==> src/rtl/rcpu_mem_loader.sv <==
// Streams a big-endian word image into RAM through a write port and holds the CPU in reset until the load finishes.
// Optional trailing XOR checksum byte is enabled with `define RCPU_LOADER_CHECKSUM_EN.
module rcpu_mem_loader #(
  parameter logic [15:0] BASE_ADDR = 16'h0000
) (
  input  logic        clk,
  input  logic        rst,
  input  logic [7:0]  inData,
  input  logic        inValid,
  output logic        inReady,
  output logic [15:0] wrAddr,
  output logic [15:0] wrData,
  output logic        wrEn,
  output logic        cpuRst,
  output logic        done,
  output logic        err
);

`ifdef RCPU_LOADER_CHECKSUM_EN
  typedef enum logic [2:0] {
    S_CNT_HI  = 3'd0,
    S_CNT_LO  = 3'd1,
    S_DATA_HI = 3'd2,
    S_DATA_LO = 3'd3,
    S_FLUSH   = 3'd4,
    S_DONE    = 3'd5,
    S_CSUM    = 3'd6,
    S_ERR     = 3'd7
  } state_t;
  // Image end goes through the checksum byte instead of the flush cycle.
  localparam state_t S_AFTER_DATA = S_CSUM;

  function automatic logic [7:0] xor_fold(input logic [7:0] acc, input logic [7:0] b);
    return acc ^ b;
  endfunction
`else
  typedef enum logic [2:0] {
    S_CNT_HI  = 3'd0,
    S_CNT_LO  = 3'd1,
    S_DATA_HI = 3'd2,
    S_DATA_LO = 3'd3,
    S_FLUSH   = 3'd4,
    S_DONE    = 3'd5
  } state_t;
  localparam state_t S_AFTER_DATA = S_FLUSH;
`endif

  state_t      state_q, state_d;
  logic [15:0] addr_q, addr_d;
  logic [15:0] wdata_q, wdata_d;
  logic        wren_q, wren_d;
  logic [15:0] cnt_q, cnt_d;
  logic [7:0]  hi_q, hi_d;
  logic        cpurst_q;
  logic        done_q;
  logic        ready;
  logic        xfer;

`ifdef RCPU_LOADER_CHECKSUM_EN
  logic [7:0]  xor_q, xor_d;
  logic        err_q;
`endif

  assign xfer = inValid && ready;

  // State and datapath registers.
  always_ff @(posedge clk) begin
    if (rst) begin
      state_q  <= S_CNT_HI;
      addr_q   <= BASE_ADDR;
      wdata_q  <= 16'h0000;
      wren_q   <= 1'b0;
      cnt_q    <= 16'h0000;
      hi_q     <= 8'h00;
      cpurst_q <= 1'b1;
      done_q   <= 1'b0;
`ifdef RCPU_LOADER_CHECKSUM_EN
      xor_q    <= 8'h00;
      err_q    <= 1'b0;
`endif
    end else begin
      state_q  <= state_d;
      addr_q   <= addr_d;
      wdata_q  <= wdata_d;
      wren_q   <= wren_d;
      cnt_q    <= cnt_d;
      hi_q     <= hi_d;
      cpurst_q <= (state_d != S_DONE);
      done_q   <= (state_d == S_DONE);
`ifdef RCPU_LOADER_CHECKSUM_EN
      xor_q    <= xor_d;
      err_q    <= (state_d == S_ERR);
`endif
    end
  end

  // Next-state logic.
  always_comb begin
    state_d = state_q;
    case (state_q)
      S_CNT_HI: begin
        if (xfer) state_d = S_CNT_LO;
        else      state_d = state_q;
      end
      S_CNT_LO: begin
        if (xfer) begin
          if ({cnt_q[15:8], inData} != 16'h0000) state_d = S_DATA_HI;
          else                                   state_d = S_AFTER_DATA;
        end else begin
          state_d = state_q;
        end
      end
      S_DATA_HI: begin
        if (xfer) state_d = S_DATA_LO;
        else      state_d = state_q;
      end
      S_DATA_LO: begin
        if (xfer) begin
          if (cnt_q == 16'd1) state_d = S_AFTER_DATA;
          else                state_d = S_DATA_HI;
        end else begin
          state_d = state_q;
        end
      end
      S_FLUSH: state_d = S_DONE;
      S_DONE:  state_d = S_DONE;
`ifdef RCPU_LOADER_CHECKSUM_EN
      S_CSUM: begin
        if (xfer) begin
          if (inData == xor_q) state_d = S_DONE;
          else                 state_d = S_ERR;
        end else begin
          state_d = state_q;
        end
      end
      S_ERR: state_d = S_ERR;
`endif
      default: state_d = S_CNT_HI;
    endcase
  end

  // Word assembly, write strobe, address and counter updates.
  always_comb begin
    cnt_d   = cnt_q;
    hi_d    = hi_q;
    wdata_d = wdata_q;
    wren_d  = 1'b0;
    if (wren_q) addr_d = addr_q + 16'd1;
    else        addr_d = addr_q;
    if (xfer) begin
      case (state_q)
        S_CNT_HI:  cnt_d = {inData, cnt_q[7:0]};
        S_CNT_LO:  cnt_d = {cnt_q[15:8], inData};
        S_DATA_HI: hi_d  = inData;
        S_DATA_LO: begin
          wdata_d = {hi_q, inData};
          wren_d  = 1'b1;
          cnt_d   = cnt_q - 16'd1;
        end
        default: cnt_d = cnt_q;
      endcase
    end else begin
      cnt_d = cnt_q;
    end
  end

`ifdef RCPU_LOADER_CHECKSUM_EN
  // Running XOR over the count and data bytes.
  always_comb begin
    if (xfer && (state_q inside {S_CNT_HI, S_CNT_LO, S_DATA_HI, S_DATA_LO})) xor_d = xor_fold(xor_q, inData);
    else                                                                     xor_d = xor_q;
  end
  assign err = err_q;
`else
  assign err = 1'b0;
`endif

  // Stream ready decode.
  always_comb begin
    case (state_q)
      S_CNT_HI, S_CNT_LO, S_DATA_HI, S_DATA_LO: ready = 1'b1;
`ifdef RCPU_LOADER_CHECKSUM_EN
      S_CSUM: ready = 1'b1;
`endif
      default: ready = 1'b0;
    endcase
  end

  assign inReady = ready;
  assign wrAddr  = addr_q;
  assign wrData  = wdata_q;
  assign wrEn    = wren_q;
  assign cpuRst  = cpurst_q;
  assign done    = done_q;

endmodule

==> config.mk <==
export PLATFORM = sky130hd
export DESIGN_NAME = rcpu_mem_loader
export DESIGN_NICKNAME = d
export VERILOG_FILES = /design/src/rtl/rcpu_mem_loader.sv
export SDC_FILE = /design/constraint.sdc
export NUM_CORES = 1
export LEC_CHECK = 0
export ABC_AREA = 0
export BUFFER_PORTS_ARGS = -buffer_cell sky130_fd_sc_hd__buf_2
export CORE_AREA = 10 10 88 90
export DETAILED_ROUTE_END_ITERATION = 8
export DIE_AREA = 0 0 98 100
export PLACE_DENSITY = 0.75
export SETUP_SLACK_MARGIN = 0.5
export SYNTH_ARGS = -nofsm -noshare
export SYNTH_HDL_FRONTEND = slang
export SYNTH_SLANG_ARGS = --single-unit
export TNS_END_PERCENT = 10
==> constraint.sdc <==
create_clock -name clk -period 1.7 [get_ports clk]
set_clock_uncertainty 0.15 [all_clocks]
set_input_delay 0 -clock clk [delete_from_list [all_inputs] [get_ports clk]]
set_output_delay 0 -clock clk [all_outputs]
set_load 0.005 [all_outputs]
==> metrics.md, run 1 <==
| Metric | Value |
|---|---|
| Met3 wire length | `approximately 800 microns` |
| Dpl hpwl | `about 5900 microns` |
| Power Density | `between 700 and 800 mW/mm^2` |
| Input/output buffers | `46` |
| Grt ovf | `0` |
| Total die area | `just under 0.01 sq mm` |
| Hold Fails Final Rpt | `1` |
| Wire length on met2 | `approximately 4700 microns` |
| Xor/xnor cell area share of the yosys netlist | `about 3.5%` |
| Highest metal used | `met4` |
| TritonCTS Buffers | `9` |
| Final hold slack | `-0.002834 ns` |
| FP Rows | `29` |
| Switching power | `around 1.0 mW` |
| Mean post-synth cell area | `8.449 sq um` |
| Synthesized flop and latch total | `slightly above 60` |
| Util after Layout | `between 70% and 80%` |
| Most frequent cells in the layout | `46 x buf_2, 45 x dfxtp_1, 43 x buf_4` |
| Starting Density | `about half` |
| Post-route ant nets | `0` |
| Clock Path Buffers | `2` |
| Worst vdd ir | `approximately 0.00066 V` |
| Setup TNS | `-0.02544 ns` |
| Area Growth Syn to Fin | `46.80%` |
| Post-Syn Area | `between 0.003 and 0.004 sq mm` |
| Syn Inst Count | `~360` |
| Commonest non-fill, non-tap cell in the layout | `buf_2` |
| Total nets after synthesis | `370` |
| Logic pwr share | `20.2%` |
| Root Buffer | `clkbuf_8` |
| Status | `finished with violations` |
| Chip Width | `98 microns` |
| Worst setup EP type | `flop` |
| Max-slew violation count | `0` |
| Max_cap viols | `0` |
| Fin crit period | `1.725 ns` |
| CP required | `approximately 1.8 ns` |
| Synth Area in Adders | `1.248%` |
| Synth warn | `0` |
| RSZ-0062 raised after global routing | `yes` |
| DR iter-0 viols | `between 300 and 400` |
| Pint | `approximately 2.5 mW` |
| Async set or reset register ratio after synthesis | `0%` |
| Sequential cell area fraction in the yosys report | `between 40% and 50%` |
| Mux share of post-synthesis cell area | `slightly above 5%` |
| Period utilization | `101.5%` |
| Setup CP Type | `reg2reg` |
| IO Count | `48` |
| Number of synthesized flops with an enable pin | `0` |
| Antenna violations before repair | `0` |
| Largest net degree at the start of global routing | `31` |
| GR Util All Layers | `17.53%` |
| Clock power share | `between 30% and 40%` |
| Fillers | `around 380` |
| First-pass iteration count of the detailed router | `7` |
| Nets | `about 470` |
| Vias in the first global route | `roughly 2,900` |
| First-pass GRT wire length | `roughly 14,000 microns` |
| Type of origin of the critical path | `flop` |
| Post-synthesis simple-gate area fraction | `28.62%` |
| CTS Sinks | `between 60 and 70` |
| Switching share of total power | `a little under 30%` |
| Clk pin slew, worst setup/hold paths | `0.07 ns` |
| Most used DFF post-synth | `dfxtp_1` |
| Die height | `about 100 microns` |
| Failing checks | `hold timing, setup timing` |
| CP arrival | `1.80 ns` |
| Hold WC Path Type | `in2reg` |
| Critical Path Fanout Max | `4` |
| Synth unique cells | `a little under 60` |
| # DRC | `0` |
| Setup Viol. Count Final | `1` |
| Routed length per instance | `between 15 and 20 microns` |
| TritonCTS clock tree | `yes` |
| Number of diodes | `0` |
| GP Congestion | `0.9456` |
| DR vias/cell | `between 5 and 6` |
| Largest family of logic cells by synthesized area | `simple AND/OR/NAND/NOR gates` |
| Reg2reg setup slack | `-0.03 ns` |
| Core area | `~0.006 sq mm` |
| CTS H-tree lvls | `3` |
| Wl on met1 | `roughly 4000 microns` |
| Total Wirelength | `roughly 10000 microns` |
| Pleak | `1.955 nW` |
| Sequential Power Share | `43.7%` |
| Final WS setup | `-0.02544 ns` |
| Vias | `about 3,200` |
| Share of layout cells above drive strength 1 | `a little under half` |
| Post-synthesis compound-gate area fraction | `approximately 16%` |
| Worst skew pair latency | `roughly 0.35 ns` |
| Fmax | `579.6 MHz` |
[cell families after synthesis]
logic type               count (synthesis)
multiplexers                            15
buffers and inverters                   30
XOR/XNOR                                12
AND/OR/NAND/NOR                        156
flip-flops                              62
other                                    1
AO/OA/AOI/OAI                           77
adder cells (fa/ha/maj)                  3
[cells in the mapped netlist, drive strengths merged (4+ instances only)]
master | n | area, sq um
nand2 | 49 | 183.9
nand4 | 8 | 65.06
xor2 | 7 | 61.31
o211ai | 4 | 30.03
or3 | 4 | 25.02
a22oi | 4 | 30.03
nor2 | 32 | 120.1
o21ai | 13 | 65.06
dfxtp | 62 | 1241
buf | 8 | 40.04
inv | 10 | 37.54
a21oi | 32 | 160.2
clkbuf | 12 | 47.55
and2 | 4 | 25.02
or4 | 4 | 33.78
nor3 | 13 | 81.33
and3 | 4 | 25.02
nand3 | 7 | 40.04
xnor2 | 5 | 43.79
mux2i | 13 | 130.1
nor2b | 9 | 56.30
nor4 | 7 | 73.82
[final timing paths]
kind / depth (start not counted) / to / start
setup / recovery: 4 / cnt_q[11] / cnt_q[1]
hold / removal: 4 / cnt_q[10] / inValid
setup reg to reg: 4 / cnt_q[11] / cnt_q[1]
hold reg to reg: 2 / wrData[3] / wrData[3]
[flip-flops by register name, indices dropped and copies added (netlist names)]
name,count
state_q,3
wrData,16
hi_q,8
wrAddr,16
cpuRst,1
cnt_q,16
wrEn,1
done,1
[critical path: stages (launching register included)]
cell and delay [ns]:
dfxtp_4 0.37, or4_4 0.58, nor3_4 0.23, mux2i_1 0.20, o22ai_1 0.08
[per-layer routing]
| metal | GRT usage [%] | vias up |
|---|---|---|
| li1 | - | 1468 |
| met1 | 20.84 | 1481 |
| met2 | 27.97 | 169 |
| met3 | 6.113 | 46 |
| met4 | 7.718 | 0 |
| met5 | 0 | - |
[what timing repair did]
| item | in CTS | in global routing |
|---|---|---|
| setup buffers | 6 | 10 |
| endpoints found under the setup margin | 56 | 57 |
| resized for setup | 12 | 99 |
| gates cloned | 0 | 1 |
| pin swaps | 10 | 62 |
| endpoints found under the hold margin | 23 | 0 |
| hold buffers | 10 | 0 |
[power groups by stage]
stage	combinational, mW	sequential, mW	clock (mW)
2_1_floorplan	0.352	1.57	0
3_3_place_gp	0.544	1.57	0
3_5_place_dp	0.549	1.57	0
4_1_cts	0.626	1.54	1.27
5_1_grt	0.755	1.55	1.34
6_report	0.711	1.54	1.27
[through the flow]
| step | cells | worst slack [ns] | instance area [sq um] | hold slack (ns) | total power, mW |
|---|---|---|---|---|---|
| 3_3_place_gp | 494 | -0.01592 | 3598 | 0.1484 | 2.116 |
| 2_1_floorplan | 356 | 0.07667 | 3099 | -0.01403 | 1.920 |
| 6_report | 537 | -0.02544 | 4415 | -0.002834 | 3.527 |
| 4_1_cts | 526 | 0.003230 | 3985 | 0.002158 | 3.439 |
| 5_1_grt | 537 | -0.09220 | 4415 | -0.005319 | 3.644 |
| 3_5_place_dp | 494 | -0.02444 | 3598 | 0.1579 | 2.123 |
[final cells by class]
| type | count | area, sq um | area share, % |
|---|---|---|---|
| Clock buffer | 9 | 123.9 | 2.805 |
| Clock inverter | 7 | 65.06 | 1.474 |
| Inverter | 10 | 40.04 | 0.9068 |
| Multi-Input combinational cell | 264 | 2022 | 45.79 |
| Sequential cell | 62 | 1287 | 29.16 |
| Tap cell | 77 | 96.34 | 2.182 |
| Timing Repair Buffer | 108 | 780.7 | 17.68 |
Note: power is estimated with default switching activity, not from simulation.
==> run 2: changes to the inputs <==
- CORE_AREA: 10 10 88 90 -> 10 10 92 86
- DIE_AREA: 0 0 98 100 -> 0 0 102 96
==> run 2 against run 1 <==
Compared with the run above:
- the flow finishes with violations (setup timing)
- sequential power about the same
- maximum frequency fell by 2.0%
- wire length shrank 7.8%
- total power is 3.2% higher
- die area hardly changed
- highest routed layer unchanged
==> metrics.md, run 2 (synthesized netlist as in run 1, its figures left out) <==
| Metric | Value |
|---|---|
| First-pass iteration count of the detailed router | `5 (was 7)` |
| GP Congestion | `0.9575 (was 0.9456)` |
| Hold Fails Final Rpt | `0 (was 1)` |
| Critical Path Fanout Max | `8 (was 4)` |
| FP Rows | `27 (was 29)` |
| # DRC | `0 (unchanged)` |
| Pleak | `1.698 nW (was 1.955 nW)` |
| Chip Width | `102 microns (was 98 microns)` |
| Starting Density | `50.02% (was 49.05%)` |
| Post-route ant nets | `0 (unchanged)` |
| Number of diodes | `0 (unchanged)` |
| Kind of cell adding the most delay to the critical path | `simple AND/OR/NAND/NOR gates (unchanged)` |
| CP required | `1.83 ns (was 1.78 ns)` |
| Clk pin slew, worst setup/hold paths | `0.07 ns (about the same)` |
| CTS Sinks | `62 (unchanged)` |
| Grt ovf | `0 (unchanged)` |
| Worst setup EP type | `flop (unchanged)` |
| Nets | `462 (was 469)` |
| Total die area | `0.009792 sq mm (was 0.009800 sq mm)` |
| DR vias/cell | `5.821 (was 5.892)` |
| TritonCTS Buffers | `9 (unchanged)` |
| CTS H-tree lvls | `3 (unchanged)` |
| Setup Viol. Count Final | `1 (unchanged)` |
| Dpl hpwl | `5866 microns (was 5858 microns)` |
| Slowest-stage cell, CP | `or4b_1 (was or4_4)` |
| CP startpoint | `state_q[2] (was cnt_q[1])` |
| GR Util All Layers | `18.82% (was 17.53%)` |
| Worst vdd ir | `0.0006556 V (was 0.0006639 V)` |
| Crit path largest cell delay | `0.57 ns (was 0.58 ns)` |
| Routed length per instance | `17.54 microns (was 18.59 microns)` |
| DR iter-0 viols | `312 (was 355)` |
| Final WS setup | `-0.06093 ns (was -0.02544 ns)` |
| Reg2reg start | `state_q[2] (was cnt_q[1])` |
| TritonCTS clock tree | `yes (unchanged)` |
| Final hold slack | `0.01340 ns (was -0.002834 ns)` |
| Total Wirelength | `9208 microns (was 9982 microns)` |
| Power Density | `883.4 mW/mm^2 (was 798.7 mW/mm^2)` |
| IO Count | `48 (unchanged)` |
| Die height | `96 microns (was 100 microns)` |
| Input/output buffers | `46 (unchanged)` |
| Final Non-Filler Cells | `525 (was 537)` |
| Share of layout cells above drive strength 1 | `34.44% (was 45.65%)` |
| Vias in the first global route | `3,023 (was 2,897)` |
| Most frequent cells in the layout | `48 x nand2_1, 46 x buf_2, 45 x dfxtp_1 (was 46 x buf_2, 45 x dfxtp_1, 43 x buf_4)` |
| Hold Crit Start | `inData[0] (was inValid)` |
| CP Cell Sequence | `nand2b_4, or4b_1, a21oi_1, a311o_1 (was or4_4, nor3_4, mux2i_1, o22ai_1)` |
| Area Growth Syn to Fin | `36.90% (was 46.80%)` |
| Worst skew pair latency | `0.35 ns (about the same)` |
| Clock Path Buffers | `2 (unchanged)` |
| CP arrival | `1.90 ns (was 1.80 ns)` |
| Commonest non-fill, non-tap cell in the layout | `nand2_1 (was buf_2)` |
| Antenna violations before repair | `0 (unchanged)` |
| Worst Path Buf+Inv | `0 (unchanged)` |
| First-pass GRT wire length | `14,630 microns (was 14,310 microns)` |
| RSZ-0062 raised after global routing | `yes (unchanged)` |
| Max-slew violation count | `0 (unchanged)` |
| Setup CP Type | `reg2reg (unchanged)` |
| Fin crit period | `1.761 ns (was 1.725 ns)` |
| Root Buffer | `clkbuf_8 (unchanged)` |
| Fmax | `567.9 MHz (was 579.6 MHz)` |
| Largest net degree at the start of global routing | `37 (was 31)` |
| Type of origin of the critical path | `flop (unchanged)` |
| Total Power | `3.638 mW (was 3.527 mW)` |
| Failing checks | `setup timing (was hold timing, setup timing)` |
| Max_cap viols | `0 (unchanged)` |
| Vias | `3,056 (was 3,164)` |
| Period utilization | `103.6% (was 101.5%)` |
| Status | `finished with violations (unchanged)` |
| Placed Cells | `486 (was 494)` |
| Hold WC Path Type | `in2reg (unchanged)` |
| Core area | `0.006013 sq mm (was 0.006132 sq mm)` |
run 2: report_power, final:
| group | internal (mW) | switching (mW) | total, mW |
|---|---|---|---|
| registers | 1.49 | 0.0553 | 1.54 |
| clock network | 0.823 | 0.595 | 1.42 |
| logic | 0.317 | 0.359 | 0.677 |
run 2: layer usage:
| metal | GRT usage (%) | up-vias | part of all wire, % |
|---|---|---|---|
| li1 | - | 1452 | - |
| met1 | 22.21 | 1440 | 42 |
| met2 | 30.95 | 136 | 48 |
| met3 | 5.731 | 28 | 7.8 |
| met4 | 8.568 | 0 | 2.6 |
| met5 | 0 | - | 0 |
run 2: worst paths after layout:
| path | to | slack (ns) | cells after the start |
|---|---|---|---|
| worst min-delay path | state_q[2] | 0.01 | 4 |
| worst min register to register | wrData[11] | 0.30 | 2 |
| worst max register to register | cnt_q[15] | -0.06 | 4 |
| worst max-delay path | cnt_q[15] | -0.06 | 4 |
run 2: worst reg2reg max path, stage by stage (launching register included):
cell	delay [ns]
dfxtp_2	0.37
nand2b_4	0.19
or4b_1	0.57
a21oi_1	0.28
a311o_1	0.16
run 2: per-stage QoR:
step           worst slack [ns]  setup TNS, ns  area, sq um  util (%)
2_1_floorplan           0.07667              0         3099         -
3_3_place_gp            0.01771              0         3570     59.36
3_5_place_dp           -0.03425       -0.07822         3570     59.36
4_1_cts                 0.01896              0         4060     67.52
5_1_grt                -0.08223        -0.2779         4118     68.48
6_report               -0.06093       -0.06093         4118     68.48
run 2: final cells by class:
class,count,area (sq um)
clock buffer,10,127.6
fill,457,1896
multi-input combinational,264,1790
inverter,10,42.54
sequential,62,1277
tap,72,90.09
timing repair buffer,101,703.2
clock inverter,6,86.33
run 2: repair_timing:
| action | CTS | global route |
|---|---|---|
| endpoints found under the setup margin | 56 | 59 |
| pin swaps | 11 | 11 |
| resized for setup | 16 | 22 |
| hold endpoints to repair | 24 | 0 |
| hold buffers | 13 | 0 |
| setup buffers | 10 | 0 |
